### src/rtl/core_pkg.sv
// Shared types and constants for the RV32 multi-cycle sequencer.
package core_pkg;

  typedef enum logic [2:0] {
    FETCH  = 3'd0,
    DECODE = 3'd1,
    EXEC   = 3'd2,
    WB     = 3'd3,
    TRAP   = 3'd4
  } ctrl_state_t;

  localparam logic [1:0]  CAUSE_NONE     = 2'b00;
  localparam logic [1:0]  CAUSE_ILLEGAL  = 2'b01;
  localparam logic [1:0]  CAUSE_UNSUPP   = 2'b10;
  localparam logic [1:0]  CAUSE_MISALIGN = 2'b11;

  localparam logic [31:0] PC_STEP = 32'd4;

  // Decoder op flags, one-hot in practice.
  typedef struct packed {
    logic add;
    logic addi;
    logic beq;
    logic bne;
    logic blt;
    logic bge;
    logic bltu;
    logic bgeu;
  } op_flags_t;

  // True when the decoder flagged any operation this core executes.
  function automatic logic op_supported(input op_flags_t f);
    return |f;
  endfunction

endpackage

### src/rtl/core_seq_ctrl_if.sv
// Instruction-memory fetch handshake.
interface core_seq_ctrl_if;
  logic        imem_req;
  logic [31:0] imem_addr;
  logic        imem_ack;
  logic [31:0] imem_rdata;

  modport master (output imem_req, output imem_addr, input imem_ack, input imem_rdata);
  modport slave  (input imem_req, input imem_addr, output imem_ack, output imem_rdata);
endinterface

### src/rtl/branch_unit.sv
// Combinational branch-condition evaluation for the six conditional branches.
module branch_unit (
  input  logic        beq_i,
  input  logic        bne_i,
  input  logic        blt_i,
  input  logic        bge_i,
  input  logic        bltu_i,
  input  logic        bgeu_i,
  input  logic [31:0] a_i,
  input  logic [31:0] b_i,
  output logic        taken_o
);

  logic eq;
  logic lt_s;
  logic lt_u;

  // Resolve the selected condition from one equality and two magnitude compares.
  always_comb begin
    eq      = (a_i == b_i);
    lt_s    = ($signed(a_i) < $signed(b_i));
    lt_u    = (a_i < b_i);
    taken_o = (beq_i  &  eq)   |
              (bne_i  & ~eq)   |
              (blt_i  &  lt_s) |
              (bge_i  & ~lt_s) |
              (bltu_i &  lt_u) |
              (bgeu_i & ~lt_u);
  end

endmodule

### src/rtl/core_seq_ctrl.sv
// Multi-cycle RV32 sequencer: fetch, decode, execute ADD/ADDI/branches, write back.
//
//   state  | meaning
//   FETCH  | request instruction word, wait for ack
//   DECODE | latch operands and decoder flags, screen illegal/unsupported
//   EXEC   | compute ALU result and branch target, screen misaligned target
//   WB     | register write strobe, retire pulse, advance pc
//   TRAP   | sticky fault, exit only by reset
module core_seq_ctrl
  import core_pkg::*;
#(
  parameter logic [31:0] RESET_PC = 32'h0000_0000
) (
  input  logic                   clk,
  input  logic                   rst_n,
  input  logic                   run_en,
  core_seq_ctrl_if.master        imem,
  output logic [31:0]            instr,
  input  logic                   dec_incorrect,
  input  logic                   dec_is_add,
  input  logic                   dec_is_addi,
  input  logic                   dec_is_beq,
  input  logic                   dec_is_bne,
  input  logic                   dec_is_blt,
  input  logic                   dec_is_bge,
  input  logic                   dec_is_bltu,
  input  logic                   dec_is_bgeu,
  input  logic [4:0]             dec_rd,
  input  logic [31:0]            dec_imm,
  input  logic [31:0]            rs1_data,
  input  logic [31:0]            rs2_data,
  output logic                   rf_we,
  output logic [4:0]             rf_waddr,
  output logic [31:0]            rf_wdata,
  output logic [31:0]            pc,
  output logic                   retire,
  output logic                   trap,
  output logic [1:0]             trap_cause
);

  ctrl_state_t state_q, state_d;

  op_flags_t   dec_ops;
  op_flags_t   ops_q;
  logic [31:0] pc_q, next_pc_q, instr_q;
  logic [31:0] rs1_q, rs2_q, imm_q;
  logic [4:0]  rd_q;
  logic        imem_req_q, imem_req_d;
  logic        rf_we_q, retire_q, trap_q;
  logic [4:0]  rf_waddr_q;
  logic [31:0] rf_wdata_q;
  logic [1:0]  trap_cause_q, cause_d;

  logic        ld_instr, ld_ops, wb_go, pc_adv, trap_go;
  logic        taken, misalign;
  logic [31:0] alu_res, br_target, seq_pc, next_pc;

  assign dec_ops = '{add:  dec_is_add,  addi: dec_is_addi,
                     beq:  dec_is_beq,  bne:  dec_is_bne,
                     blt:  dec_is_blt,  bge:  dec_is_bge,
                     bltu: dec_is_bltu, bgeu: dec_is_bgeu};

  branch_unit u_branch (
    .beq_i   (ops_q.beq),
    .bne_i   (ops_q.bne),
    .blt_i   (ops_q.blt),
    .bge_i   (ops_q.bge),
    .bltu_i  (ops_q.bltu),
    .bgeu_i  (ops_q.bgeu),
    .a_i     (rs1_q),
    .b_i     (rs2_q),
    .taken_o (taken)
  );

  // Execute-stage datapath: ALU sum, branch target and the pc that WB will commit.
  always_comb begin
    alu_res   = rs1_q + (ops_q.add ? rs2_q : imm_q);
    br_target = pc_q + imm_q;
    seq_pc    = pc_q + PC_STEP;
    next_pc   = taken ? br_target : seq_pc;
    misalign  = taken & br_target[1];
  end

  // State register.
  always_ff @(posedge clk or negedge rst_n) begin
    if (!rst_n) state_q <= FETCH;
    else        state_q <= state_d;
  end

  // Next-state logic.
  always_comb begin
    state_d = state_q;
    case (state_q)
      FETCH:   if (imem_req_q && imem.imem_ack) state_d = DECODE;
      DECODE:  if (dec_incorrect || !op_supported(dec_ops)) state_d = TRAP;
               else                                         state_d = EXEC;
      EXEC:    state_d = misalign ? TRAP : WB;
      WB:      state_d = FETCH;
      TRAP:    state_d = TRAP;
      default: state_d = TRAP;
    endcase
  end

  // Per-state control strobes for the datapath registers.
  always_comb begin
    imem_req_d = imem_req_q;
    ld_instr   = 1'b0;
    ld_ops     = 1'b0;
    wb_go      = 1'b0;
    pc_adv     = 1'b0;
    trap_go    = 1'b0;
    cause_d    = CAUSE_NONE;
    case (state_q)
      FETCH: begin
        // Once raised, the request is held until ack; run_en only gates raising it.
        if (imem_req_q) begin
          if (imem.imem_ack) begin
            imem_req_d = 1'b0;
            ld_instr   = 1'b1;
          end
        end else begin
          imem_req_d = run_en;
        end
      end
      DECODE: begin
        ld_ops = 1'b1;
        if (dec_incorrect) begin
          trap_go = 1'b1;
          cause_d = CAUSE_ILLEGAL;
        end else if (!op_supported(dec_ops)) begin
          trap_go = 1'b1;
          cause_d = CAUSE_UNSUPP;
        end
      end
      EXEC: begin
        if (misalign) begin
          trap_go = 1'b1;
          cause_d = CAUSE_MISALIGN;
        end else begin
          wb_go = 1'b1;
        end
      end
      WB: begin
        // Entering FETCH: launch the next request straight away so back-to-back
        // instructions take five cycles.
        pc_adv     = 1'b1;
        imem_req_d = run_en;
      end
      TRAP:    imem_req_d = 1'b0;
      default: imem_req_d = 1'b0;
    endcase
  end

  // Datapath and output registers.
  always_ff @(posedge clk or negedge rst_n) begin
    if (!rst_n) begin
      pc_q         <= RESET_PC;
      next_pc_q    <= RESET_PC;
      instr_q      <= '0;
      imem_req_q   <= 1'b0;
      ops_q        <= '0;
      rs1_q        <= '0;
      rs2_q        <= '0;
      imm_q        <= '0;
      rd_q         <= '0;
      rf_we_q      <= 1'b0;
      rf_waddr_q   <= '0;
      rf_wdata_q   <= '0;
      retire_q     <= 1'b0;
      trap_q       <= 1'b0;
      trap_cause_q <= CAUSE_NONE;
    end else begin
      imem_req_q <= imem_req_d;
      if (ld_instr) instr_q <= imem.imem_rdata;
      if (ld_ops) begin
        ops_q <= dec_ops;
        rs1_q <= rs1_data;
        rs2_q <= rs2_data;
        imm_q <= dec_imm;
        rd_q  <= dec_rd;
      end
      // Strobes are set on the EXEC->WB edge so they are high exactly during WB.
      rf_we_q  <= wb_go & (ops_q.add | ops_q.addi) & (rd_q != 5'd0);
      retire_q <= wb_go;
      if (wb_go) next_pc_q <= next_pc;
      if (wb_go && (ops_q.add || ops_q.addi)) begin
        rf_waddr_q <= rd_q;
        rf_wdata_q <= alu_res;
      end
      if (pc_adv) pc_q <= next_pc_q;
      if (trap_go) begin
        trap_q       <= 1'b1;
        trap_cause_q <= cause_d;
      end
    end
  end

  assign imem.imem_req  = imem_req_q;
  assign imem.imem_addr = pc_q;
  assign instr          = instr_q;
  assign rf_we          = rf_we_q;
  assign rf_waddr       = rf_waddr_q;
  assign rf_wdata       = rf_wdata_q;
  assign pc             = pc_q;
  assign retire         = retire_q;
  assign trap           = trap_q;
  assign trap_cause     = trap_cause_q;

endmodule

### src/flat_wrapper.sv
// flat-port wrapper written by rule: the top's interface ports become plain ports
module core_seq_ctrl_flat import core_pkg::*;
#(
  parameter logic [31:0] RESET_PC = 32'h0000_0000
)
  (clk, rst_n, run_en, instr, dec_incorrect, dec_is_add, dec_is_addi, dec_is_beq, dec_is_bne, dec_is_blt, dec_is_bge, dec_is_bltu, dec_is_bgeu, dec_rd, dec_imm, rs1_data, rs2_data, rf_we, rf_waddr, rf_wdata, pc, retire, trap, trap_cause, imem_imem_req, imem_imem_addr, imem_imem_ack, imem_imem_rdata);
  core_seq_ctrl_if imem_i ();
  input  logic clk;
  input  logic rst_n;
  input  logic run_en;
  output logic [31:0] instr;
  input  logic dec_incorrect;
  input  logic dec_is_add;
  input  logic dec_is_addi;
  input  logic dec_is_beq;
  input  logic dec_is_bne;
  input  logic dec_is_blt;
  input  logic dec_is_bge;
  input  logic dec_is_bltu;
  input  logic dec_is_bgeu;
  input  logic [4:0] dec_rd;
  input  logic [31:0] dec_imm;
  input  logic [31:0] rs1_data;
  input  logic [31:0] rs2_data;
  output logic rf_we;
  output logic [4:0] rf_waddr;
  output logic [31:0] rf_wdata;
  output logic [31:0] pc;
  output logic retire;
  output logic trap;
  output logic [1:0] trap_cause;
  output wire logic [$bits(imem_i.imem_req)-1:0] imem_imem_req;
  output wire logic [$bits(imem_i.imem_addr)-1:0] imem_imem_addr;
  input wire logic [$bits(imem_i.imem_ack)-1:0] imem_imem_ack;
  input wire logic [$bits(imem_i.imem_rdata)-1:0] imem_imem_rdata;
  assign imem_imem_req = imem_i.imem_req;
  assign imem_imem_addr = imem_i.imem_addr;
  assign imem_i.imem_ack = imem_imem_ack;
  assign imem_i.imem_rdata = imem_imem_rdata;
  core_seq_ctrl #(.RESET_PC(RESET_PC)) u_core (.clk(clk), .rst_n(rst_n), .run_en(run_en), .imem(imem_i), .instr(instr), .dec_incorrect(dec_incorrect), .dec_is_add(dec_is_add), .dec_is_addi(dec_is_addi), .dec_is_beq(dec_is_beq), .dec_is_bne(dec_is_bne), .dec_is_blt(dec_is_blt), .dec_is_bge(dec_is_bge), .dec_is_bltu(dec_is_bltu), .dec_is_bgeu(dec_is_bgeu), .dec_rd(dec_rd), .dec_imm(dec_imm), .rs1_data(rs1_data), .rs2_data(rs2_data), .rf_we(rf_we), .rf_waddr(rf_waddr), .rf_wdata(rf_wdata), .pc(pc), .retire(retire), .trap(trap), .trap_cause(trap_cause));
endmodule
### config.mk
export PLATFORM = sky130hd
export DESIGN_NAME = core_seq_ctrl_flat
export DESIGN_NICKNAME = d
export VERILOG_FILES = /design/src/rtl/core_pkg.sv /design/src/rtl/core_seq_ctrl_if.sv /design/src/rtl/branch_unit.sv /design/src/rtl/core_seq_ctrl.sv /design/src/flat_wrapper.sv
export SDC_FILE = /design/constraint.sdc
export NUM_CORES = 1
export LEC_CHECK = 0
export ABC_AREA = 1
export BUFFER_PORTS_ARGS = -buffer_cell sky130_fd_sc_hd__buf_2
export CAP_MARGIN = 30
export CORE_ASPECT_RATIO = 1.75
export CORE_MARGIN = 2
export CORE_UTILIZATION = 61
export CTS_CLUSTER_SIZE = 12
export DETAILED_ROUTE_END_ITERATION = 8
export PLACE_DENSITY = 0.83
export SETUP_SLACK_MARGIN = 0.05
export SLEW_MARGIN = 20
export SYNTH_ARGS = -nofsm -noshare
export SYNTH_HDL_FRONTEND = slang
export SYNTH_SLANG_ARGS = --single-unit
export TNS_END_PERCENT = 5
### constraint.sdc
create_clock -name clk -period 6.6 [get_ports clk]
set_input_delay 0.33 -clock clk [delete_from_list [all_inputs] [get_ports clk]]
set_output_delay 0.33 -clock clk [all_outputs]
set_load 0.02 [all_outputs]
==> summary.md, run 1 <==
In the final routed layout, each cell accounts on average for 20.3 µm. The first global-routing pass estimated 85200 µm of wire. The average instance in the mapped netlist occupies 7.44 µm².

Before CTS, the worst setup slack after placement is 1850 ps. For the half-perimeter wire length of the detailed placement result, the log shows 41500 µm. The final estimated routing congestion in global placement was 1.12. The slew of the pin with the lowest slew margin is 1060 ps. Sorting the synthesized cells by area gives the leading types as dfrtp_1, nand2_1, ha_1. In the finished design, the share of the clock period the worst path needs comes to 73.1%. The largest net degree at the start of global routing came out at 191. Via count of the first global-routing pass: 16300. The worst setup path is launched from a flip-flop. At the end of the flow the core is filled with cells to 72.4%. The number of storage elements in the synthesis netlist was 251; the data arrival time of the critical path was 5270 ps.

During placement, the flow inserted port buffers numbering 284. Summed over all cells, the static leakage comes to 0.0101 µW. In the routed layout, each cell is associated on average with a via count of 5.84. Global routing consumed, over all layers together, 40.0% of the routing resources. Path class of the lowest-slack min-delay path: input port to flip-flop. For the register area share after synthesis, the log shows 39.7%.

The effective utilization at floorplan is 61.5%, and the area of the placeable core is 25800 µm². Fill cells in the final layout number 2086. For the synthesized area, the log shows 15800 µm².

After routing the design area is 18700 µm². The standard-cell row count was 78. In this run the horizontal extent of the chip is 126 µm. The run gives 198 µV as the worst voltage drop across the vdd grid. After clock tree synthesis, the clock-pin slew on the worst setup and hold paths is 60 ps. Worst hold slack after final layout: 1.50 ps. The flow ran to the end, and the final reports show no timing, DRC or antenna violations. The final number of max-transition violations is 0, and the clock latency of the later-clocked register in the worst-skew pair is 560 ps. The minimum clock period is 4820 ps. Counting the buffers created by CTS gives 25. The clock root buffer master is clkbuf_16. The run gives 0 as the yosys synthesis warning count.

The worst pin sits at a relative slew slack of 28.5%. Timing would allow up to 0.207 GHz. For the number of antenna violations at the first check in global routing, the log shows 2. In this run the count of I/O pins placed on the die edge is 285. Fraction of post-synthesis cell area in the top cell type by area: 39.7%. The data required time of the critical path was 7040 ps. The detail route stage leaves a number of antenna-violating nets equal to 0. The tree built by TritonCTS fans out to 251 sinks. The first-pass detailed-route iteration total was 5; the number of instances in the synthesized netlist was 2128.

The first routing iteration left 1221 violations. The async set-reset flop share out of synthesis was 100%; the area added between synthesis and finish was 17.8%. H-tree depth: 1. The library cell occupying the most area in the post-synthesis netlist is dfrtp_1. By startpoint and endpoint, the worst setup path is classified as flip-flop to flip-flop. The total die area is 27300 µm², and the distinct cell type count after synthesis is 41.

The floorplan step set the die height to 217 µm. For the post-detailed-route DRC marker count, the log shows 0. TritonCTS built the clock tree.

For the final-stage net count, the log shows 2661. For this block, the via count after detailed routing is 16000. Yosys mapped a number of flops with a built-in enable equal to 0. Among all flip-flop cells after synthesis, the most frequent one is dfrtp_1. No sink is reached through more buffers than the 3 on the longest clock path. Cells with a size suffix above 1 make up 15.2% of the layout. Final setup violation count: 0. The tool flagged a number of max-cap violations equal to 0. The total power per unit cell area works out to 160 nW/µm². In this run the post-CTS setup repair buffer count came out at 0.

The placed cell area is 17200 µm², and the post-synthesis net count is 2371. Summed over all failing endpoints, the final setup total negative slack is 0 ps. The worst-case clock skew came out at 17.4 ps. STA classifies the critical path endpoint as a flip-flop. For this run the aggregate overflow at the end of global routing stands at 0. After layout, the worst setup slack is 1780 ps. The maximum fanout count along the critical path came out at 39. For the number of endpoints with negative hold slack in the final report, the log shows 0. Setup repair after global routing left no endpoint under its margin. For this block, the routed nets add up to 55800 µm of wire.
-- per-layer routing --
layer	track usage (%)	vias up	routed length [µm]
met5	0	-	0
met1	40.6	7526	18400
met2	71.8	763	28700
met4	34.8	0	5750
met3	4.62	284	2930
li1	-	7468	-
-- kinds of logic after synthesis --
group,share of synthesized area (%)
and+or+nand+nor,29.3
DFF,39.7
buffers and inverters,7.35
muxes,2.27
xor gates and xnor gates,4.26
adders and majority gates,7.76
AOI/OAI and AO/OA,9.36
-- cell usage in the layout (no fill, tap or decap), drive strengths merged, types with 9 or more instances in the layout --
| cell type | Yosys | routed |
|---|---|---|
| dfrtp | 251 | 251 |
| nand4 | 88 | 88 |
| o21a | 9 | 9 |
| a21oi | 86 | 86 |
| xnor2 | 17 | 17 |
| a31oi | 11 | 11 |
| dlygate4sd3 | 0 | 72 |
| nor4 | 10 | 10 |
| nor2 | 116 | 116 |
| nand3 | 56 | 56 |
| nand2 | 830 | 830 |
| clkbuf | 50 | 29 |
| ha | 95 | 95 |
| buf | 54 | 294 |
| inv | 159 | 160 |
| mux2 | 32 | 32 |
| nor3 | 22 | 22 |
| a21o | 9 | 9 |
| xor2 | 60 | 60 |
| o21ai | 144 | 144 |
-- where the power goes --
part / total [µW] / internal, µW / leakage, µW / switching [µW]
logic: 118 / 61.9 / 0.00682 / 56.6
clock network: 1320 / 720 / 0.000343 / 604
registers: 1540 / 1540 / 0.00292 / 0
total: 2980 / 2320 / 0.0101 / 660
-- path summary, 6_finish.rpt --
| check | to | start | slack [ps] | depth (start not counted) |
|---|---|---|---|---|
| min in group asynchronous | u_core.rf_wdata[26] | rst_n | 270 | 2 |
| max reg2reg | u_core.rf_wdata[23] | u_core.rs1_q[23] | 1780 | 13 |
| min reg2reg | u_core.rf_wdata[14] | u_core.rf_wdata[14] | 470 | 2 |
| max in group asynchronous | u_core.imem.imem_addr[8] | rst_n | 4960 | 4 |
| max | u_core.rf_wdata[23] | u_core.rs1_q[23] | 1780 | 13 |
| min | u_core.rs2_q[2] | rs2_data[2] | 2 | 3 |
-- metrics by stage --
| step | std cells | power (µW) |
|---|---|---|
| 2_1_floorplan | 2128 | 1570 |
| 3_3_place_gp | 2637 | 1640 |
| 3_5_place_dp | 2637 | 1650 |
| 4_1_cts | 2740 | 2980 |
| 5_1_grt | 2745 | 3060 |
| 6_report | 2746 | 2980 |
-- area by class of cell --
type | count | area [µm²] | area share, %
inverter | 162 | 608 | 3.26
antenna | 3 | 7.51 | 0.0402
sequential | 251 | 6280 | 33.7
clock inverter | 4 | 60.1 | 0.322
timing repair buffer | 367 | 2260 | 12.1
clock buffer | 28 | 637 | 3.41
multi-input combinational | 1611 | 8400 | 45.0
tap | 320 | 400 | 2.15
-- worst max-delay path: stages (launching register included) --
cell and delay (ps):
dfrtp_1 420, ha_1 320, a21oi_1 200, o21a_1 150, nand2_1 90, a21oi_1 300, a21oi_1 160, nor2_4 640
nand3_4 540, nand2_2 700, nand3_1 590, buf_4 410, nand2_1 90, nand2_1 60
-- flip-flops by register name, indices dropped and copies added (netlist names) --
name                   flops
u_core.rf_we               1
u_core.rf_wdata           32
u_core.rs1_q              32
u_core.imem.imem_addr     32
u_core.ops_q               8
u_core.rd_q                5
u_core.next_pc_q          32
u_core.retire              1
u_core.state_q             3
u_core.imem.imem_req       1
u_core.rs2_q              32
u_core.rf_waddr            5
u_core.trap_cause          2
u_core.instr              32
u_core.imm_q              32
u_core.trap                1
-- timing repair --
action                                 in CTS  in global routing
gates resized for setup                     0                  0
hold buffers                               71                  1
endpoints found under the hold margin     131                  1
-- cell usage after synthesis, types with 3 or more instances --
library cell / n
a21boi_0: 3
nand4_1: 88
nor2_1: 114
clkinv_1: 3
a31oi_1: 11
xnor2_1: 17
a21oi_1: 85
nand3b_1: 3
inv_1: 158
buf_1: 5
nor3_1: 22
a21o_1: 9
buf_2: 10
o21a_1: 9
nand2_1: 828
xor2_1: 60
clkbuf_1: 50
buf_4: 37
ha_1: 95
nor4_1: 10
o21bai_1: 7
nand3_1: 53
dfrtp_1: 251
mux2_2: 32
o21ai_0: 144
Note: power is estimated with default switching activity, not from simulation.
==> run 2: changes to the inputs <==
--- a/config.mk
+++ b/config.mk
@@ -10,10 +10,10 @@
 export CAP_MARGIN = 30
 export CORE_ASPECT_RATIO = 1.75
 export CORE_MARGIN = 2
-export CORE_UTILIZATION = 61
+export CORE_UTILIZATION = 52
 export CTS_CLUSTER_SIZE = 12
 export DETAILED_ROUTE_END_ITERATION = 8
-export PLACE_DENSITY = 0.83
+export PLACE_DENSITY = 0.75
 export SETUP_SLACK_MARGIN = 0.05
 export SLEW_MARGIN = 20
 export SYNTH_ARGS = -nofsm -noshare
==> constraint.sdc (replaced) <==
create_clock -name clk -period 3.9 [get_ports clk]
set_input_delay 0.195 -clock clk [delete_from_list [all_inputs] [get_ports clk]]
set_output_delay 0.195 -clock clk [all_outputs]
set_load 0.02 [all_outputs]
==> run 2 against run 1 <==
Wire length is 4.9% higher. Worst setup slack worse by 1400 ps. Final area is 5.1% higher. Clock-buffer cell count stayed put. Final cell count is 5.8% higher. Highest routed layer unchanged. Largest power group unchanged. Sequential share of layout area is 1.6 points lower.
==> summary.md, run 2 (same netlist as run 1, synthesis figures left out) <==
The final number of max-transition violations came out at 0. STA classifies the critical path startpoint as a flip-flop. The delay of the slowest cell on the worst path is 550 ps.

Across all hold checks on the routed design, the worst slack comes to 3.20 ps. The global-route wire length before repair came out at 88800 µm. The tools report the final setup violation count as 0. The number of top-level design ports was 285; the layout cell share with drive strength beyond 1 was 15.4%. The worst setup path is of the flip-flop to flip-flop kind.

For the buffer levels on the longest clock path, the log shows 3. For the pin with the worst max-slew slack, the measured transition is 957 ps. The number of clock sinks seen by CTS is 251, and the area added between synthesis and finish is 23.8%. TritonCTS built the clock tree. H-tree depth: 1.

For this block, the via count after detailed routing is 16200. The average wire per standard cell was 20.2 µm. Walking the worst path, the cells encountered are clkinvlp_4 > buf_4 > nand2_1 > o21ai_0 > ha_1 > a21oi_1 > o21ai_0 > nand2_1 > nand3_1 > xor2_1 > nand4_1 > nand2_1. The total die area came out at 31900 µm². Data on the critical path arrives at its endpoint at 4030 ps.

The final estimated routing congestion in global placement came out at 1.04. For this configuration, the core starts out at a cell density of 52.7%. The number of endpoints with negative hold slack in the final report was 0; the average vias per placed instance was 5.58. The tightest min-delay check is of the input port to flip-flop type. The tools report the number of antenna violations at the first check in global routing as 6. For this block, the initial DRC count from the detailed router was 1079.

The tools report the clock root buffer master as clkbuf_16. The CTS clock-pin slew for the worst setup and hold paths was 60 ps. The period utilization works out to 90.5%.

The highest routed metal layer is met4. Headroom to the max-slew limit came out at 35.6%. The maximum fanout count along the critical path came out at 19. The number of nets with antenna violations after routing is 0. Post-CTS timing repair inserted 0 buffers for setup. The worst path needs 3530 ps of the cycle, external delays included. Leaving out fill and tap cells, the most frequent cell in the layout is nand2_1. Data on the critical path is required at its endpoint by 4410 ps. The tools report the final-stage net count as 2749. In this run the critical register-to-register path is launched from u_core.ops_q[7]. Leaving out fill and tap cells, the most frequent cells in the layout are nand2_1, buf_2, dfrtp_1, inv_1, dlygate4sd3_1. The width of the die was 136 µm.

After detailed routing, the total wire length is 58500 µm. Detailed placement finished with a half-perimeter wire length of 42900 µm. Max-cap violations in this run came to 0. Global routing finished with a remaining overflow of 0.

The setup TNS after final layout came out at 0 ps. The worst register-to-register path ends at u_core.rf_wdata[13]. Clock latency on the worst-skew pair, taken at its later pin, is 570 ps. The largest net degree at the start of global routing was 116; the minimum setup slack among reg-to-reg paths was 370 ps. The path depth of the worst reg2reg path is 12, and the buffers plus inverters on the worst setup path is 2.

In this run the static leakage power is 0.0105 µW. Setup repair after global routing left no endpoint under its margin. The tools report the worst voltage drop across the vdd grid as 317 µV.

The area of the placeable core was 30100 µm²; the via count of the first global-routing pass was 16700. After floorplanning, the core was divided into 84 placement rows. The path with the worst hold slack has its endpoint at u_core.state_q[0]. In the routed design, unresolved DRC markers number 0. The tools report the peak clock frequency supported by timing as 0.283 GHz.

Before CTS, the worst setup slack after placement is 316 ps. In this run the tool buffered the top-level ports with 284 buffer cells. STA classifies the critical path endpoint as a flip-flop. The start point of the worst hold path was imem_imem_ack. In this run the vertical extent of the chip is 235 µm. The worst-case clock skew was 18.8 ps; the global router's overall resource usage was 36.4%.

For the routed wire length on met3, the log shows 2980 µm. The cell repeated most along the worst path is nand2_1. The detailed router put a total of 19000 µm of wire on met1. The pre-antenna-repair detailed-routing pass consisted of 5 iterations. The kind of cell with the highest combined delay along the critical path is simple AND/OR/NAND/NOR gates.

Counting the buffers created by CTS gives 25. The run gives 371 ps as the setup slack of the critical path after layout. The number of instances on the worst hold path came out at 5. In the detailed route, the total length drawn on met2 is 30400 µm. The flow ran to the end, and the final reports show no timing, DRC or antenna violations. The total power per unit cell area is 259 nW/µm². The slowest stage of the critical path is the xor2_1 cell.
==> run 2: stage by stage <==
step | utilization, % | cell area, µm² | cells | power (µW)
finish | 65.3 | 19600 | 2904 | 5080
global route | 65.3 | 19600 | 2904 | 5210
CTS | 65.1 | 19600 | 2897 | 5070
detailed placement | 58.0 | 17400 | 2720 | 2790
global placement | 58.0 | 17400 | 2720 | 2780
floorplan | - | 15800 | 2128 | 2650
==> run 2: layout make-up <==
cell class	count	area (µm²)
Fill cell	2575	10400
Multi-Input combinational cell	1611	8410
Sequential cell	251	6280
Timing Repair Buffer	455	3130
Clock buffer	28	647
Inverter	162	612
Tap cell	387	484
Clock inverter	4	35.0
Antenna cell	6	15.0
==> run 2: layer usage <==
metal  vias to the layer above  track usage [%]
met5                         -                0
met2                       708             66.0
met3                       303             5.11
met4                         0             32.1
li1                       7652                -
met1                      7545             34.8
==> run 2: timing repair <==
| item | CTS | global route |
|---|---|---|
| hold endpoints to repair | 256 | 0 |
| resized for setup | 0 | 2 |
| endpoints found under the setup margin | 0 | 1 |
| hold buffers | 145 | 0 |
==> run 2: worst min-delay path, delay by kind of cell <==
| family | cells | cell delay, ps |
|---|---|---|
| AND/OR/NAND/NOR | 2 | 150 |
| AO/OA/AOI/OAI | 1 | 40 |
| buffers and inverters | 2 | 150 |
==> run 2: worst max path at each step <==
stage	startpoint	endpoint	slack, ps	cells past startpoint
floorplan	u_core.ops_q[7]	u_core.rf_wdata[30]	1060	15
global placement	u_core.ops_q[7]	u_core.rf_wdata[11]	230	13
detailed placement	u_core.ops_q[7]	u_core.rf_wdata[11]	320	13
CTS	u_core.ops_q[7]	u_core.rf_wdata[11]	280	13
global route	u_core.ops_q[7]	u_core.rf_wdata[27]	140	17
finish	u_core.ops_q[7]	u_core.rf_wdata[13]	370	12
==> run 2: power breakdown <==
part | total [µW] | leakage [µW] | switching [µW] | internal [µW]
clock network | 2210 | 0.000339 | 1040 | 1170
registers | 2600 | 0.00292 | 0 | 2600
logic | 259 | 0.00720 | 108 | 151
